[src/rtl/cpu_pkg.sv]
// Shared CPU definitions: reset vector, opcodes the front end cares about,
// fetch FSM encoding and the layout of one fetched entry.
package cpu_pkg;

    localparam logic [31:0] RESET_PC_DEFAULT = 32'h0000_0000;

    localparam logic [5:0] OP_J   = 6'b000010;
    localparam logic [5:0] OP_JAL = 6'b000011;
    localparam logic [5:0] OP_BEQ = 6'b000100;
    localparam logic [5:0] OP_BNE = 6'b000101;

    typedef enum logic [1:0] {
        ST_IDLE  = 2'd0,
        ST_FETCH = 2'd1,
        ST_KILL  = 2'd2
    } fetch_state_e;

    typedef struct packed {
        logic [31:0] instr;
        logic [31:0] pc;
        logic [31:0] pc4;
    } fetch_entry_t;

endpackage

[src/rtl/next_pc_calc.sv]
// Combinational next-PC arithmetic: sequential increment plus the
// branch/jump redirect target, with jump taking priority over branch.
module next_pc_calc (
    input  logic [31:0] pc_i,
    input  logic        br_taken_i,
    input  logic [31:0] br_pc4_i,
    input  logic [15:0] br_imm_i,
    input  logic        jmp_i,
    input  logic [3:0]  jmp_pc4_hi_i,
    input  logic [25:0] jmp_index_i,
    output logic [31:0] pc_plus4_o,
    output logic        redirect_o,
    output logic [31:0] target_o
);

    logic [31:0] br_off;
    logic [31:0] br_target;
    logic [31:0] jmp_target;

    // Word offset: sign-extend the 16-bit immediate, then scale by 4.
    assign br_off     = {{14{br_imm_i[15]}}, br_imm_i, 2'b00};
    assign br_target  = br_pc4_i + br_off;
    assign jmp_target = {jmp_pc4_hi_i, jmp_index_i, 2'b00};

    assign pc_plus4_o = pc_i + 32'd4;
    assign redirect_o = jmp_i | br_taken_i;
    assign target_o   = jmp_i ? jmp_target : br_target;

endmodule

[src/rtl/fetch_unit.sv]
// Instruction fetch stage: owns the PC, issues one outstanding word fetch at a
// time and hands {instr, pc, pc+4} to decode through a slot backed by a skid entry.
module fetch_unit
    import cpu_pkg::*;
#(
    parameter logic [31:0] RESET_PC = RESET_PC_DEFAULT,
    parameter bit          SKID_EN  = 1'b1
) (
    input  logic        Clk,
    input  logic        Rst_n,
    output logic        imem_req,
    output logic [31:0] imem_addr,
    input  logic [31:0] imem_rdata,
    input  logic        imem_valid,
    input  logic        br_taken,
    input  logic [31:0] br_pc4,
    input  logic [15:0] br_imm,
    input  logic        jmp,
    input  logic [31:0] jmp_pc4,
    input  logic [25:0] jmp_index,
    output logic        if_valid,
    input  logic        if_ready,
    output logic [31:0] if_instr,
    output logic [31:0] if_pc,
    output logic [31:0] if_pc4
);

    fetch_state_e state_q, state_d;
    logic [31:0]  pc_q, pc_d;
    logic         req_q, req_d;
    logic [31:0]  req_addr_q, req_addr_d;
    logic         slot_v_q, slot_v_d;
    fetch_entry_t slot_q, slot_d;
    logic         skid_v_q, skid_v_d;
    fetch_entry_t skid_q, skid_d;

    logic [31:0]  pc_plus4;
    logic         redirect;
    logic [31:0]  target;
    logic         can_issue;
    logic         drain;
    logic         resp;
    fetch_entry_t new_entry;
    logic         unused_jmp_pc4_lo;

    next_pc_calc u_next_pc (
        .pc_i         (pc_q),
        .br_taken_i   (br_taken),
        .br_pc4_i     (br_pc4),
        .br_imm_i     (br_imm),
        .jmp_i        (jmp),
        .jmp_pc4_hi_i (jmp_pc4[31:28]),
        .jmp_index_i  (jmp_index),
        .pc_plus4_o   (pc_plus4),
        .redirect_o   (redirect),
        .target_o     (target)
    );

    assign unused_jmp_pc4_lo = ^jmp_pc4[27:0];

    // Only issue when a landing place is guaranteed whenever the response
    // arrives, since a held request cannot be withdrawn if decode stalls.
    assign can_issue = SKID_EN ? (!slot_v_q || !skid_v_q) : !slot_v_q;
    assign imem_req  = (state_q == ST_KILL) || (state_q == ST_FETCH && (req_q || can_issue));
    assign imem_addr = req_q ? req_addr_q : pc_q;

    assign drain     = slot_v_q && if_ready;
    assign resp      = imem_req && imem_valid;
    assign new_entry = '{instr: imem_rdata, pc: pc_q, pc4: pc_plus4};

    assign if_valid  = slot_v_q;
    assign if_instr  = slot_q.instr;
    assign if_pc     = slot_q.pc;
    assign if_pc4    = slot_q.pc4;

    always_comb begin
        state_d    = state_q;
        pc_d       = pc_q;
        req_d      = req_q;
        req_addr_d = req_addr_q;
        slot_v_d   = slot_v_q;
        slot_d     = slot_q;
        skid_v_d   = skid_v_q;
        skid_d     = skid_q;

        if (drain) begin
            slot_v_d = skid_v_q;
            slot_d   = skid_v_q ? skid_q : slot_q;
            skid_v_d = 1'b0;
        end

        case (state_q)
            ST_IDLE: state_d = ST_FETCH;
            ST_FETCH: begin
                if (imem_req && !imem_valid) begin
                    req_d      = 1'b1;
                    req_addr_d = imem_addr;
                end else if (resp) begin
                    req_d = 1'b0;
                    pc_d  = pc_plus4;
                    // Keep program order: the new word goes behind whatever is still buffered.
                    if (drain ? skid_v_q : slot_v_q) begin
                        skid_v_d = 1'b1;
                        skid_d   = new_entry;
                    end else begin
                        slot_v_d = 1'b1;
                        slot_d   = new_entry;
                    end
                end
            end
            ST_KILL: begin
                if (imem_valid) begin
                    req_d   = 1'b0;
                    state_d = ST_FETCH;
                end
            end
            default: state_d = ST_IDLE;
        endcase

        // A redirect discards everything buffered; a response still in flight
        // for the old path is drained in KILL rather than abandoned.
        if (redirect) begin
            pc_d     = target;
            slot_v_d = 1'b0;
            skid_v_d = 1'b0;
            if (imem_req && !imem_valid) begin
                state_d = ST_KILL;
            end
        end
    end

    always_ff @(posedge Clk or negedge Rst_n) begin
        if (!Rst_n) begin
            state_q    <= ST_IDLE;
            pc_q       <= RESET_PC;
            req_q      <= 1'b0;
            req_addr_q <= '0;
            slot_v_q   <= 1'b0;
            slot_q     <= '0;
            skid_v_q   <= 1'b0;
            skid_q     <= '0;
        end else begin
            state_q    <= state_d;
            pc_q       <= pc_d;
            req_q      <= req_d;
            req_addr_q <= req_addr_d;
            slot_v_q   <= slot_v_d;
            slot_q     <= slot_d;
            skid_v_q   <= skid_v_d;
            skid_q     <= skid_d;
        end
    end

endmodule

[config.mk]
export PLATFORM = sky130hd
export DESIGN_NAME = fetch_unit
export DESIGN_NICKNAME = d
export VERILOG_FILES = /design/src/rtl/cpu_pkg.sv /design/src/rtl/next_pc_calc.sv /design/src/rtl/fetch_unit.sv
export SDC_FILE = /design/constraint.sdc
export NUM_CORES = 1
export LEC_CHECK = 0
export ABC_CLOCK_PERIOD_IN_PS = 7000
export CORE_MARGIN = 1.5
export CORE_UTILIZATION = 52
export CTS_CLUSTER_DIAMETER = 40
export DETAILED_ROUTE_END_ITERATION = 8
export GPL_TIMING_DRIVEN = 0
export PLACE_DENSITY_LB_ADDON = 0.3
export SLEW_MARGIN = 5
export SYNTH_ARGS = -nofsm -noshare
export SYNTH_HDL_FRONTEND = slang
export SYNTH_HIERARCHICAL = 1
export SYNTH_SLANG_ARGS = --single-unit
[constraint.sdc]
create_clock -name Clk -period 7 [get_ports Clk]
set_clock_uncertainty 0.1 [all_clocks]
set_input_delay 1.05 -clock Clk [delete_from_list [all_inputs] [get_ports Clk]]
set_output_delay 1.05 -clock Clk [all_outputs]
set_load 0.02 [all_outputs]
### Yosys cells after proc, flatten, opt, wreduce, memory -nomap -nowiden

Cells that the tools add are included.

| operators by class | value |
|---|---|
| add/subtract/negate cells | 2 |
| equality and inequality tests | 5 |
| mux-type cells | 31 |
| bitwise logic cells | 2 |
| reductions and logical operators | 18 |

Operators by type and width:

| kind | number |
|---|---|
| $mux W96 | 6 |
| $mux W32 | 6 |
| $add A32 B3 Y32 const B | 1 |
| $add A32 B32 Y32 | 1 |
| $mux W1 | 14 |
| $mux W2 | 3 |
| $pmux W2 S3 | 1 |
| $reduce_and A3 Y1 | 2 |
| $reduce_bool A2 Y1 | 3 |
| $logic_and A1 B1 Y1 | 4 |
| $ne A2 B2 Y1 const B | 2 |
| $reduce_and A4 Y1 | 1 |
| $logic_not A1 Y1 | 3 |
| $logic_or A1 B1 Y1 | 3 |
| $ne A3 B2 Y1 const B | 1 |
| $eq A2 B1 Y1 const B | 1 |
| $eq A2 B2 Y1 const B | 1 |
| $logic_not A2 Y1 | 1 |
| $pmux W1 S2 | 1 |
| $reduce_and A2 Y1 | 1 |
| $not A1 Y1 | 1 |
| $or A1 B1 Y1 | 1 |

| storage, ports and cells | value |
|---|---|
| register bits after elaboration | 261 |
| input port bits | 144 |
| output and inout port bits | 130 |
| logic and storage cells | 70 |

### Logic depth before layout (Yosys ltp)

| logic depth | value |
|---|---|
| depth in word-level cells | 10 |
| mapped depth | 11 |
| mapped depth without buffers | 11 |

### By module

Netlist, hierarchy kept.

By module, submodules not included:

| module | instances | cells an instance | area an instance (um^2) | seq. area each (um^2) |
|---|---|---|---|---|
| fetch_unit | 1 | 841 | 11767.5 | 6531.3 |
| next_pc_calc | 1 | 396 | 2620.0 | 0.0 |

### Worst setup path before layout

Ideal clock, no wire load.

| timing | value |
|---|---|
| path kind | in2reg |
| start point | in br_pc4[2] |
| end point | reg pc_q[28] |
| setup time | 0.077 ns |
| arrival time | 3.053 ns |
| data required time | 6.823 ns |
| setup slack | 3.769 ns |
| stages on the path | 11 |
| buffers on the path | 0 |
| cells stage by stage | ha_1 > fa_1 > a21o_1 > nand4_1 > a21o_1 > nand2_1 > a2111oi_1 > nor3_1 > a311oi_1 > nor2b_1 > a21oi_1 |

| on the way | value |
|---|---|
| cells in the longest elaborated chain, start to end | 3 |

RTL lines:

| what | RTL line | RTL |
|---|---|---|
| start, declared | fetch_unit.sv:16 | `input logic [31:0] br_pc4,` |
| $add A32 B32 Y32 | next_pc_calc.sv:22 | `assign br_target = br_pc4_i + br_off;` |
| $mux W32 | next_pc_calc.sv:27 | `assign target_o = jmp_i ? jmp_target : br_target;` |
| named net target[28] | fetch_unit.sv:39 | `logic [31:0] target;` |
| $mux W32 | fetch_unit.sv:122 | `if (redirect) begin` |
| end signal, assigned | fetch_unit.sv:144 | `pc_q <= pc_d;` |
| end, declared | fetch_unit.sv:29 | `logic [31:0] pc_q, pc_d;` |

The timed path passes the listed nets, and every way through them passes these cells.
A chain may end at the register's enable or synchronous reset.

### Worst setup path in the final report

| timing | value |
|---|---|
| start point | reg req_q |
| end point | out imem_addr[19] |

| on the way | value |
|---|---|
| cells in the longest elaborated chain, start to end | 1 |

RTL lines:

| what | RTL line | RTL |
|---|---|---|
| start, declared | fetch_unit.sv:30 | `logic req_q, req_d;` |
| start signal, assigned | fetch_unit.sv:145 | `req_q <= req_d;` |
| $mux W32 | fetch_unit.sv:65 | `assign imem_addr = req_q ? req_addr_q : pc_q;` |
| end, declared | fetch_unit.sv:12 | `output logic [31:0] imem_addr,` |

Every way passes these cells.

==> flow_summary.toml <==
[logic_synthesis]
synth_area_per_cell_sq_um = 11.63
synthesis.nets = 1416
ys_ff_latch = 261
yosys.area.top_type = "dfrtp_1"
dominantRegCellSynth = "dfrtp_1"
synth_async_sr_flop_share_pct = 100.0
ys_seq_area_share_pct = 45.40
ys_warn_count = 6
yosysTopAreaCellShare_pct = 45.40
syn_inst = 1237
ys_types = 66
syn_area_sq_um = 14390
synth_area_leaders = "dfrtp_1 45%, mux2_2 21%, mux2_1 6.3%, ha_1 3.0%, a21oi_1 2.3%"
synth_edf_count = 0

[global_routing]
gr-total-overflow = 0
grt.total_usage_pct = 25.80
grt_pass1_vias = 11200
antenna_found_initial = 0
grt_pass1_wl_um = 58630
grt_max_degree = 122

[finish]
syn_to_final_growth_pct = 28.01
final_layout_size_suffix_gt1_share_pct = 24.33
antennaDiodeCount = 0
final_cell_mix = "274 x mux2_2, 261 x dfrtp_1, 243 x clkdlybuf4s50_1, 81 x mux2_1, 67 x a21oi_1"
mostFrequentLayoutCell = "mux2_2"
final_area_sq_um = 18420
fin_util_pct = 68.15
fillCellCount = 2033
nets = 1695

[place]
place_area_sq_um = 17320
pre_cts_ws_ps = 2700
hpwl_um = 26890
port-buffer-count = 244
routabilityCongestion = 0.9262

[setup_path]
cp_max_fo = 10
end_kind = "output port"
arrival_ps = 2810
start_kind = "flip-flop"
path_class = "reg2out"
endpoint = "imem_addr[19]"
r2r-start = "state_q[0]"
ff2ff_path_depth = 8
r2r-end = "if_instr[21]"
rrSetupSlack_ps = 3900
crit_path_start = "req_q"
cp.required_ps = 5850

[timing]
worstMarginPinSlew_ps = 966.4
setup_viol_count_final = 0
rsz0062_at_grt = "false"
finalWorstSetupSlack_ps = 3041
finalCriticalPeriod_ps = 3959
period_share_pct = 56.56
finalHoldViolations = 0
slew_viol_final = 0
fmax_ghz = 0.2526
maxSlewHeadroom_pct = 35.44

[clock_tree]
clk_latency_ps = 550
cts_resized = 0
cts_root_buffer = "clkbuf_16"
h-tree-depth = 1
numCtsBuffers = 31
cts.sink_count = 261
ctsHoldBuffers = 0
cts_tree = "yes"
path_clk_slew_ps = 60
max-clock-path-buffers = 3
postCtsSetupRepairBufs = 0

[drt]
drtIter0Drc = 711
num_vias = 10790
drt_wl_total_um = 36540
routed_via_density = 5.735
wl_per_cell_um = 19.42
drtAntennaViolNets = 0
drc = 0
first_pass_iters = 5

[power_and_ir_drop]
peakVddDrop_uv = 217.6
p_leak_nw = 7.955
power.density_nw_per_um2 = 396.3

[status]
status = "finished clean"

[die]
fp-row-count = 60
die_h_um = 169.3
fp.dieW_um = 169.3
core_area_sq_um = 27030
start_util_pct = 53.24
io_pins = 274
die_area_sq_um = 28680

[flow_run]
maxCapViolCount = 0

[worst_hold_path]
hold_path_class = "in2async"
power by group:
| group | switching [mW] | leakage, nW | internal, mW | total, mW |
|---|---|---|---|---|
| clock network | 0.639 | 0.520 | 1.03 | 1.67 |
| logic | 1.42 | 4.20 | 1.65 | 3.07 |
| registers | 0.399 | 3.23 | 2.16 | 2.56 |
| total | 2.45 | 7.96 | 4.84 | 7.30 |
through the flow:
| stage | std cells | power, mW | TNS, ps | hold slack (ps) |
|---|---|---|---|---|
| after floorplan | 1237 | 4.353 | 0 | 360.2 |
| after global placement | 1822 | 5.527 | -1626450 | 369.2 |
| after detailed placement | 1824 | 5.646 | 0 | 376.9 |
| after CTS | 1882 | 7.338 | 0 | 255.0 |
| after global routing | 1882 | 7.684 | 0 | 268.2 |
| final | 1882 | 7.299 | 0 | 261.6 |
synth_stat cells, types with 3 or more instances:
| master | count |
|---|---|
| o21bai_1 | 4 |
| mux2_2 | 274 |
| mux2_1 | 81 |
| a21o_1 | 13 |
| nand3b_1 | 4 |
| nor3_1 | 8 |
| nor2b_1 | 46 |
| a21oi_1 | 67 |
| dfrtp_1 | 261 |
| nand4_1 | 8 |
| o211ai_1 | 5 |
| buf_1 | 7 |
| xor2_1 | 26 |
| o21a_1 | 4 |
| a21oi_2 | 3 |
| and3_1 | 6 |
| xnor2_1 | 20 |
| clkbuf_1 | 43 |
| ha_1 | 34 |
| and2_1 | 5 |
| o21ai_0 | 59 |
| a311oi_1 | 4 |
| o211ai_2 | 3 |
| buf_6 | 7 |
| a31oi_1 | 34 |
| o21ai_1 | 9 |
| a221oi_1 | 3 |
| inv_1 | 13 |
| buf_2 | 17 |
| a211oi_1 | 6 |
| nor2_1 | 39 |
| nand2_1 | 60 |
| nor3b_1 | 5 |
| nand3_1 | 16 |
| or3_1 | 3 |
| o31ai_1 | 4 |
routing by layer:
layer,GRT usage (%),vias up,wire [um]
met5,0,-,0
met4,7.657,0,902
met3,3.871,53,2267
met2,43.80,374,17410
met1,34.26,5296,15960
li1,-,5070,-
worst max-delay path, cell delays in order, from the launching register on:
cell             delay, ps
dfrtp_1                350
buf_2                  290
buf_1                  590
mux2_2                 420
clkdlybuf4s50_1        600
state kept, by name, summed over array words and instances (netlist names):
name	count
skid_q	96
if_instr	32
if_pc4	32
if_pc	32
pc_q	32
req_addr_q	32
state_q	2
if_valid	1
req_q	1
skid_v_q	1
worst min-delay path by stage:
stage | depth (start not counted) | from | slack [ps] | to
floorplan | 1 | skid_q[10] | 360 | skid_q[10]
global placement | 1 | skid_q[0] | 370 | skid_q[0]
detailed placement | 1 | skid_q[58] | 380 | skid_q[58]
CTS | 1 | Rst_n | 250 | skid_q[74]
global route | 1 | Rst_n | 270 | skid_q[39]
finish | 1 | Rst_n | 260 | skid_q[39]
cells by family (layout without fill, tap and decap cells):
kind of cell / Yosys count / in the layout / synth area share (%)
adders and majority gates: 35 / 35 / 3.096
buffers and inverters: 90 / 394 / 2.913
muxes: 357 / 357 / 27.92
DFF: 261 / 261 / 45.40
and+or+nand+nor: 213 / 213 / 7.731
AOI/OAI and AO/OA: 235 / 235 / 10.14
xor gates and xnor gates: 46 / 46 / 2.800
cell type report:
class	instances	area (sq um)	share of cell area [%]
multi-input combinational	886	7437	40.38
sequential	261	6531	35.46
timing repair buffer	246	2502	13.59
clock buffer	40	869.6	4.721
tap	341	426.7	2.317
buffer	76	366.6	1.990
clock inverter	18	231.5	1.257
inverter	14	52.55	0.2853
(Power assumes the default switching activity.)
